<file path="config.mk">
export PLATFORM = sky130hd
export DESIGN_NAME = banco_registros_param_flat
export DESIGN_NICKNAME = d
export VERILOG_FILES = /design/src/rtl/banco_registros_pkg.sv /design/src/rtl/banco_registros_if.sv /design/src/rtl/banco_limpiador.sv /design/src/rtl/banco_registros_param.sv /design/src/flat_wrapper.sv
export SDC_FILE = /design/constraint.sdc
export NUM_CORES = 1
export LEC_CHECK = 0
export CORE_UTILIZATION = 59
export DETAILED_ROUTE_END_ITERATION = 8
export MAX_ROUTING_LAYER = met4
export PLACE_DENSITY = 0.79
export SYNTH_ARGS = -nofsm -noshare
export SYNTH_HDL_FRONTEND = slang
export SYNTH_SLANG_ARGS = --single-unit
</file>
<file path="constraint.sdc">
create_clock -name Reloj -period 3 [get_ports Reloj]
set_clock_uncertainty 0.05 [all_clocks]
set_input_delay 0.45 -clock Reloj [delete_from_list [all_inputs] [get_ports Reloj]]
set_output_delay 0.45 -clock Reloj [all_outputs]
set_load 0.005 [all_outputs]
</file>
<file path="src/rtl/banco_registros_pkg.sv">
// Shared definitions for the parameterised register bank: clear-engine states
// and default parameter values.
package banco_registros_pkg;

  typedef enum logic [1:0] {
    INACTIVO  = 2'd0,
    LIMPIANDO = 2'd1,
    FIN       = 2'd2
  } estado_t;

  localparam int unsigned ANCHO_DEF       = 16;
  localparam int unsigned PROFUNDIDAD_DEF = 8;
  localparam int unsigned PUERTOS_DEF     = 2;
  localparam int unsigned CERO_FIJO_DEF   = 0;

endpackage

</file>
<file path="src/rtl/banco_registros_if.sv">
// Write/read/clear bus of the register bank; master drives requests, slave answers.
interface banco_registros_if
  import banco_registros_pkg::*;
#(
  parameter int unsigned ANCHO   = ANCHO_DEF,
  parameter int unsigned AW      = $clog2(PROFUNDIDAD_DEF),
  parameter int unsigned PUERTOS = PUERTOS_DEF
);
  logic                       Habilitar;
  logic [AW-1:0]              DireccionEscritura;
  logic [ANCHO-1:0]           Tupla;
  logic [PUERTOS*AW-1:0]      DireccionLectura;
  logic [PUERTOS*ANCHO-1:0]   Rta;
  logic                       Limpiar;
  logic                       Ocupado;
  logic                       Listo;

  modport master (
    output Habilitar, DireccionEscritura, Tupla, DireccionLectura, Limpiar,
    input  Rta, Ocupado, Listo
  );

  modport slave (
    input  Habilitar, DireccionEscritura, Tupla, DireccionLectura, Limpiar,
    output Rta, Ocupado, Listo
  );
endinterface

</file>
<file path="src/rtl/banco_limpiador.sv">
// Sequential clear engine: walks every register index once, one per cycle,
// then pulses Listo for a single cycle.
module banco_limpiador
  import banco_registros_pkg::*;
#(
  parameter int unsigned PROFUNDIDAD = PROFUNDIDAD_DEF,
  localparam int unsigned AW = $clog2(PROFUNDIDAD)
) (
  input  logic          Reloj,
  input  logic          ReiniciarN,
  input  logic          Limpiar,
  output logic          Ocupado,
  output logic          Listo,
  output logic [AW-1:0] indice,
  output logic          borrar
);

  estado_t       estado, estado_sig;
  logic [AW-1:0] contador, contador_sig;

  always_ff @(posedge Reloj) begin
    if (!ReiniciarN) begin
      estado   <= INACTIVO;
      contador <= '0;
    end else begin
      estado   <= estado_sig;
      contador <= contador_sig;
    end
  end

  // Exit is decided on the last index so the counter never re-enters by wrapping.
  always_comb begin
    estado_sig   = estado;
    contador_sig = contador;
    case (estado)
      INACTIVO: begin
        if (Limpiar) begin
          estado_sig   = LIMPIANDO;
          contador_sig = '0;
        end
      end
      LIMPIANDO: begin
        contador_sig = AW'(contador + 1'b1);
        if (contador == AW'(PROFUNDIDAD - 1)) estado_sig = FIN;
      end
      FIN:     estado_sig = INACTIVO;
      default: estado_sig = INACTIVO;
    endcase
  end

  always_comb begin
    Ocupado = 1'b0;
    Listo   = 1'b0;
    borrar  = 1'b0;
    indice  = contador;
    case (estado)
      LIMPIANDO: begin
        Ocupado = 1'b1;
        borrar  = 1'b1;
      end
      FIN:     Listo = 1'b1;
      default: ;
    endcase
  end

endmodule

</file>
<file path="src/rtl/banco_registros_param.sv">
// Multi-port register bank with write-to-read bypass, optional hard-wired
// zero register and a sequential clear engine.
module banco_registros_param
  import banco_registros_pkg::*;
#(
  parameter int unsigned ANCHO       = ANCHO_DEF,
  parameter int unsigned PROFUNDIDAD = PROFUNDIDAD_DEF,
  parameter int unsigned PUERTOS     = PUERTOS_DEF,
  parameter int unsigned CERO_FIJO   = CERO_FIJO_DEF
) (
  input logic               Reloj,
  input logic               ReiniciarN,
  banco_registros_if.slave  bus
);

  localparam int unsigned AW = $clog2(PROFUNDIDAD);

  logic [ANCHO-1:0] mem [PROFUNDIDAD];
  logic             ocupado;
  logic             listo;
  logic             borrar;
  logic [AW-1:0]    indice;
  logic             escribir;

  banco_limpiador #(.PROFUNDIDAD(PROFUNDIDAD)) u_limpiador (
    .Reloj      (Reloj),
    .ReiniciarN (ReiniciarN),
    .Limpiar    (bus.Limpiar),
    .Ocupado    (ocupado),
    .Listo      (listo),
    .indice     (indice),
    .borrar     (borrar)
  );

  assign bus.Ocupado = ocupado;
  assign bus.Listo   = listo;

  // A write to the hard-wired zero register is dropped and never bypassed.
  assign escribir = bus.Habilitar && !ocupado &&
                    !((CERO_FIJO != 0) && (bus.DireccionEscritura == AW'(0)));

  always_ff @(posedge Reloj) begin
    if (!ReiniciarN) begin
      for (int i = 0; i < int'(PROFUNDIDAD); i++) mem[i] <= '0;
    end else if (borrar) begin
      mem[indice] <= '0;
    end else if (escribir) begin
      mem[bus.DireccionEscritura] <= bus.Tupla;
    end
  end

  for (genvar p = 0; p < int'(PUERTOS); p++) begin : g_puerto
    logic [AW-1:0]    dir;
    logic [ANCHO-1:0] dato;

    assign dir = bus.DireccionLectura[p*AW +: AW];

    always_comb begin
      dato = mem[dir];
      if ((CERO_FIJO != 0) && (dir == AW'(0))) begin
        dato = '0;
      end else if (escribir && (dir == bus.DireccionEscritura)) begin
        dato = bus.Tupla;
      end
    end

    assign bus.Rta[p*ANCHO +: ANCHO] = dato;
  end

endmodule

</file>
<file path="src/flat_wrapper.sv">
// flat-port wrapper written by rule: the top's interface ports become plain ports
module banco_registros_param_flat import banco_registros_pkg::*;
#(
  parameter int unsigned ANCHO       = ANCHO_DEF,
  parameter int unsigned PROFUNDIDAD = PROFUNDIDAD_DEF,
  parameter int unsigned PUERTOS     = PUERTOS_DEF,
  parameter int unsigned CERO_FIJO   = CERO_FIJO_DEF
)
  (Reloj, ReiniciarN, bus_Habilitar, bus_DireccionEscritura, bus_Tupla, bus_DireccionLectura, bus_Limpiar, bus_Rta, bus_Ocupado, bus_Listo);
  banco_registros_if #(.ANCHO(ANCHO), .AW(3), .PUERTOS(PUERTOS)) bus_i ();
  input logic Reloj;
  input logic ReiniciarN;
  input wire logic [$bits(bus_i.Habilitar)-1:0] bus_Habilitar;
  input wire logic [$bits(bus_i.DireccionEscritura)-1:0] bus_DireccionEscritura;
  input wire logic [$bits(bus_i.Tupla)-1:0] bus_Tupla;
  input wire logic [$bits(bus_i.DireccionLectura)-1:0] bus_DireccionLectura;
  input wire logic [$bits(bus_i.Limpiar)-1:0] bus_Limpiar;
  output wire logic [$bits(bus_i.Rta)-1:0] bus_Rta;
  output wire logic [$bits(bus_i.Ocupado)-1:0] bus_Ocupado;
  output wire logic [$bits(bus_i.Listo)-1:0] bus_Listo;
  assign bus_i.Habilitar = bus_Habilitar;
  assign bus_i.DireccionEscritura = bus_DireccionEscritura;
  assign bus_i.Tupla = bus_Tupla;
  assign bus_i.DireccionLectura = bus_DireccionLectura;
  assign bus_i.Limpiar = bus_Limpiar;
  assign bus_Rta = bus_i.Rta;
  assign bus_Ocupado = bus_i.Ocupado;
  assign bus_Listo = bus_i.Listo;
  banco_registros_param #(.ANCHO(ANCHO), .PROFUNDIDAD(PROFUNDIDAD), .PUERTOS(PUERTOS), .CERO_FIJO(CERO_FIJO)) u_core (.Reloj(Reloj), .ReiniciarN(ReiniciarN), .bus(bus_i));
endmodule
</file>
==> results.txt <==
Reg2Reg Setup Slack: 850 ps
DR DRC count: 0
DR iter-0 viols: 540
MaxCap Viol Count: 0
CTS buffer count: 17
core area: 0.0121 mm²
CP Data Required Time: 2500 ps
final WL: 20,000 µm
syn_area_per_cell: 14.7 µm²
TritonCTS clock tree: yes
TNS Setup: 0 ps
gr ovfl total: 0
Hold Crit Start: u_core.u_limpiador.estado[1]
Final Util: 74.7%
Worst Path Arrival: 2430 ps
clock transition at the registers of the reported paths: 50 ps
Int Pwr: 3700 µW
Max Transition Viols Final: 0
Seq/Total Area, Yosys: 53.5%
critical path class: primary input to output pin
final setup fails: 0
Flop pwr share: 44.9%
Final Hold Vio Count: 0
Rows: 40
Synth Instances: 503
die height: 114 µm
I/O Pins: 63
Slew HR: 67.4%
Net Sw Frac: 23.0%
crit start category: primary input
leakage: 0.00327 µW
asr flop ratio synth: 0%
Die W: 114 µm
pin count of the biggest net entering global routing: 21
post-route ant nets: 0
DIE AREA: 0.0130 mm²
Filler cells: 741
hold buffer count at CTS: 0
most frequent cells in the layout: nor2_1 (133), edfxtp_1 (128), mux4_2 (64), mux2_2 (64), clkdlybuf4s50_1 (44)
H-tree depth: 4
Syn-to-layout area delta: 22.7%
crit path from: bus_DireccionLectura[2]
Hold Crit Endpoint: u_core.u_limpiador.estado[0]
PortBufs: 62
vias per cell: 6.43
Hold Path Class: flop to flop
status: finished clean
Detailed Place HPWL: 12,300 µm
worst vdd ir: 386 µV
reg2reg start: u_core.u_limpiador.estado[1]
Clock Tree Buf Depth: 2
post-synthesis sequential element count: 133
Initial Util: 60.9%
Hold Path Cell Cnt: 1
FF-to-FF path depth: 7
Clk network pwr share: 40.3%
routability congestion estimate from global placement: 0.798
worst-skew pair later-pin latency: 410 ps
CTS sink cnt: 133
mapped cell area: 0.00737 mm²
Yosys warning count: 0
Vias: 5,012
combinational power share: 14.7%
Pre-Repair DR Iteration Count: 5
Final nets: 630
number of library cell types mapped by synthesis: 35
FMAX: 341 MHz
RSZ-0062 raised after global routing: no
crit share post-route: 97.7%
RR Endpoint: u_core.mem[1][9]
fraction of layout cells with a size suffix above 1: 36.8%
Syn Nets: 534
first-pass GRT wire length: 30,000 µm
pwr/cell area: 531 mW/mm²
most common cell after layout, fill and taps aside: nor2_1
crit end category: output pin
ANT cells: 0
vias in the first global route: 5,345
maximum fanout along the worst path: 16
NetSw: 1100 µW
root buffer cell: clkbuf_16
top_reg_cell synth: edfxtp_1
minimum clock period: 2930 ps
number of antenna violations at the first check in global routing: 0
Worst Tran Pin Value: 486 ps
WL per Instance: 25.7 µm
Post-synth EDFFs: 128
Tot GR Track Use: 33.8%
-- layout make-up --
type                       instances  area, µm²  share of cell area [%]
clock buffer                      19        433                    4.78
clock inverter                    13        115                    1.27
inverter                           5       21.3                   0.235
multi-input combinational        331       3200                    35.3
sequential                       133       3950                    43.6
tap                              168        210                    2.32
timing repair buffer             111       1130                    12.5
-- Yosys cell counts, drive strengths merged (3+ instances only) --
cell type | number | area (µm²)
nor2 | 133 | 499
edfxtp | 128 | 3840
mux2 | 64 | 721
mux4 | 64 | 1440
nand2 | 28 | 113
buf | 26 | 190
clkbuf | 8 | 30.0
o211ai | 8 | 100
xor2 | 6 | 52.6
dfxtp | 5 | 100
nor4 | 5 | 80.1
inv | 4 | 17.5
nand2b | 4 | 25.0
nor3 | 3 | 20.0
-- critical path: stages --
cell	delay, ps
clkdlybuf4s50_1	470
xor2_1	190
nor4_4	270
buf_12	220
mux2_2	360
clkdlybuf4s50_1	450
-- power groups by stage --
stage / registers, µW / clock network, µW / logic, µW
after floorplan: 2170 / 0 / 403
after global placement: 2180 / 0 / 684
after detailed placement: 2190 / 0 / 698
after CTS: 2160 / 1930 / 710
after global routing: 2170 / 2020 / 746
final: 2160 / 1940 / 708
-- flip-flops by register name (all words and copies together) (netlist names) --
signal,cells
u_core.u_limpiador.estado,2
u_core.mem,128
u_core.u_limpiador.indice,3
-- worst max-delay path by stage --
stage / to / slack [ps] / cells past startpoint
after global placement: bus_Rta[16] / -90 / 6
after detailed placement: bus_Rta[25] / -170 / 6
after CTS: bus_Rta[22] / 20 / 7
after global routing: bus_Rta[19] / 0.6 / 7
after floorplan: bus_Rta[0] / 640 / 5
final: bus_Rta[6] / 70 / 6
-- kinds of logic (layout without fill, tap and decap cells) --
family	Yosys count	in the layout	share of synthesized area, %
buffers and inverters	39	148	3.27
adders and majority gates	2	2	0.339
xor gates and xnor gates	6	6	0.713
muxes	130	130	29.6
AOI/OAI and AO/OA	17	17	2.26
and+or+nand+nor	176	176	10.3
DFF	133	133	53.5
-- what timing repair did --
action / in CTS / in global routing
cloned: 1 / 0
gates resized for setup: 13 / 11
pin swaps: 1 / 0
setup endpoints to repair: 32 / 12
buffers inserted: 2 / 1
-- metrics by stage --
| stage | power [µW] | hold slack [ps] | cell area, µm² | worst slack [ps] | std cells |
|---|---|---|---|---|---|
| after detailed placement | 2890 | 425 | 8410 | -175 | 744 |
| final | 4810 | 383 | 9050 | 68.3 | 780 |
| after global routing | 4930 | 400 | 9050 | 0.609 | 780 |
| after floorplan | 2580 | 388 | 7370 | 639 | 503 |
| after CTS | 4800 | 400 | 9020 | 23.7 | 779 |
| after global placement | 2860 | 410 | 8410 | -90.3 | 744 |
-- layer usage --
layer / track usage (%) / wire, µm
met4: 14.5 / 622
met3: 7.44 / 1980
met5: - / 0
met1: 39.9 / 7120
met2: 56.6 / 10300
No activity file was read; power rests on OpenSTA's default activity.
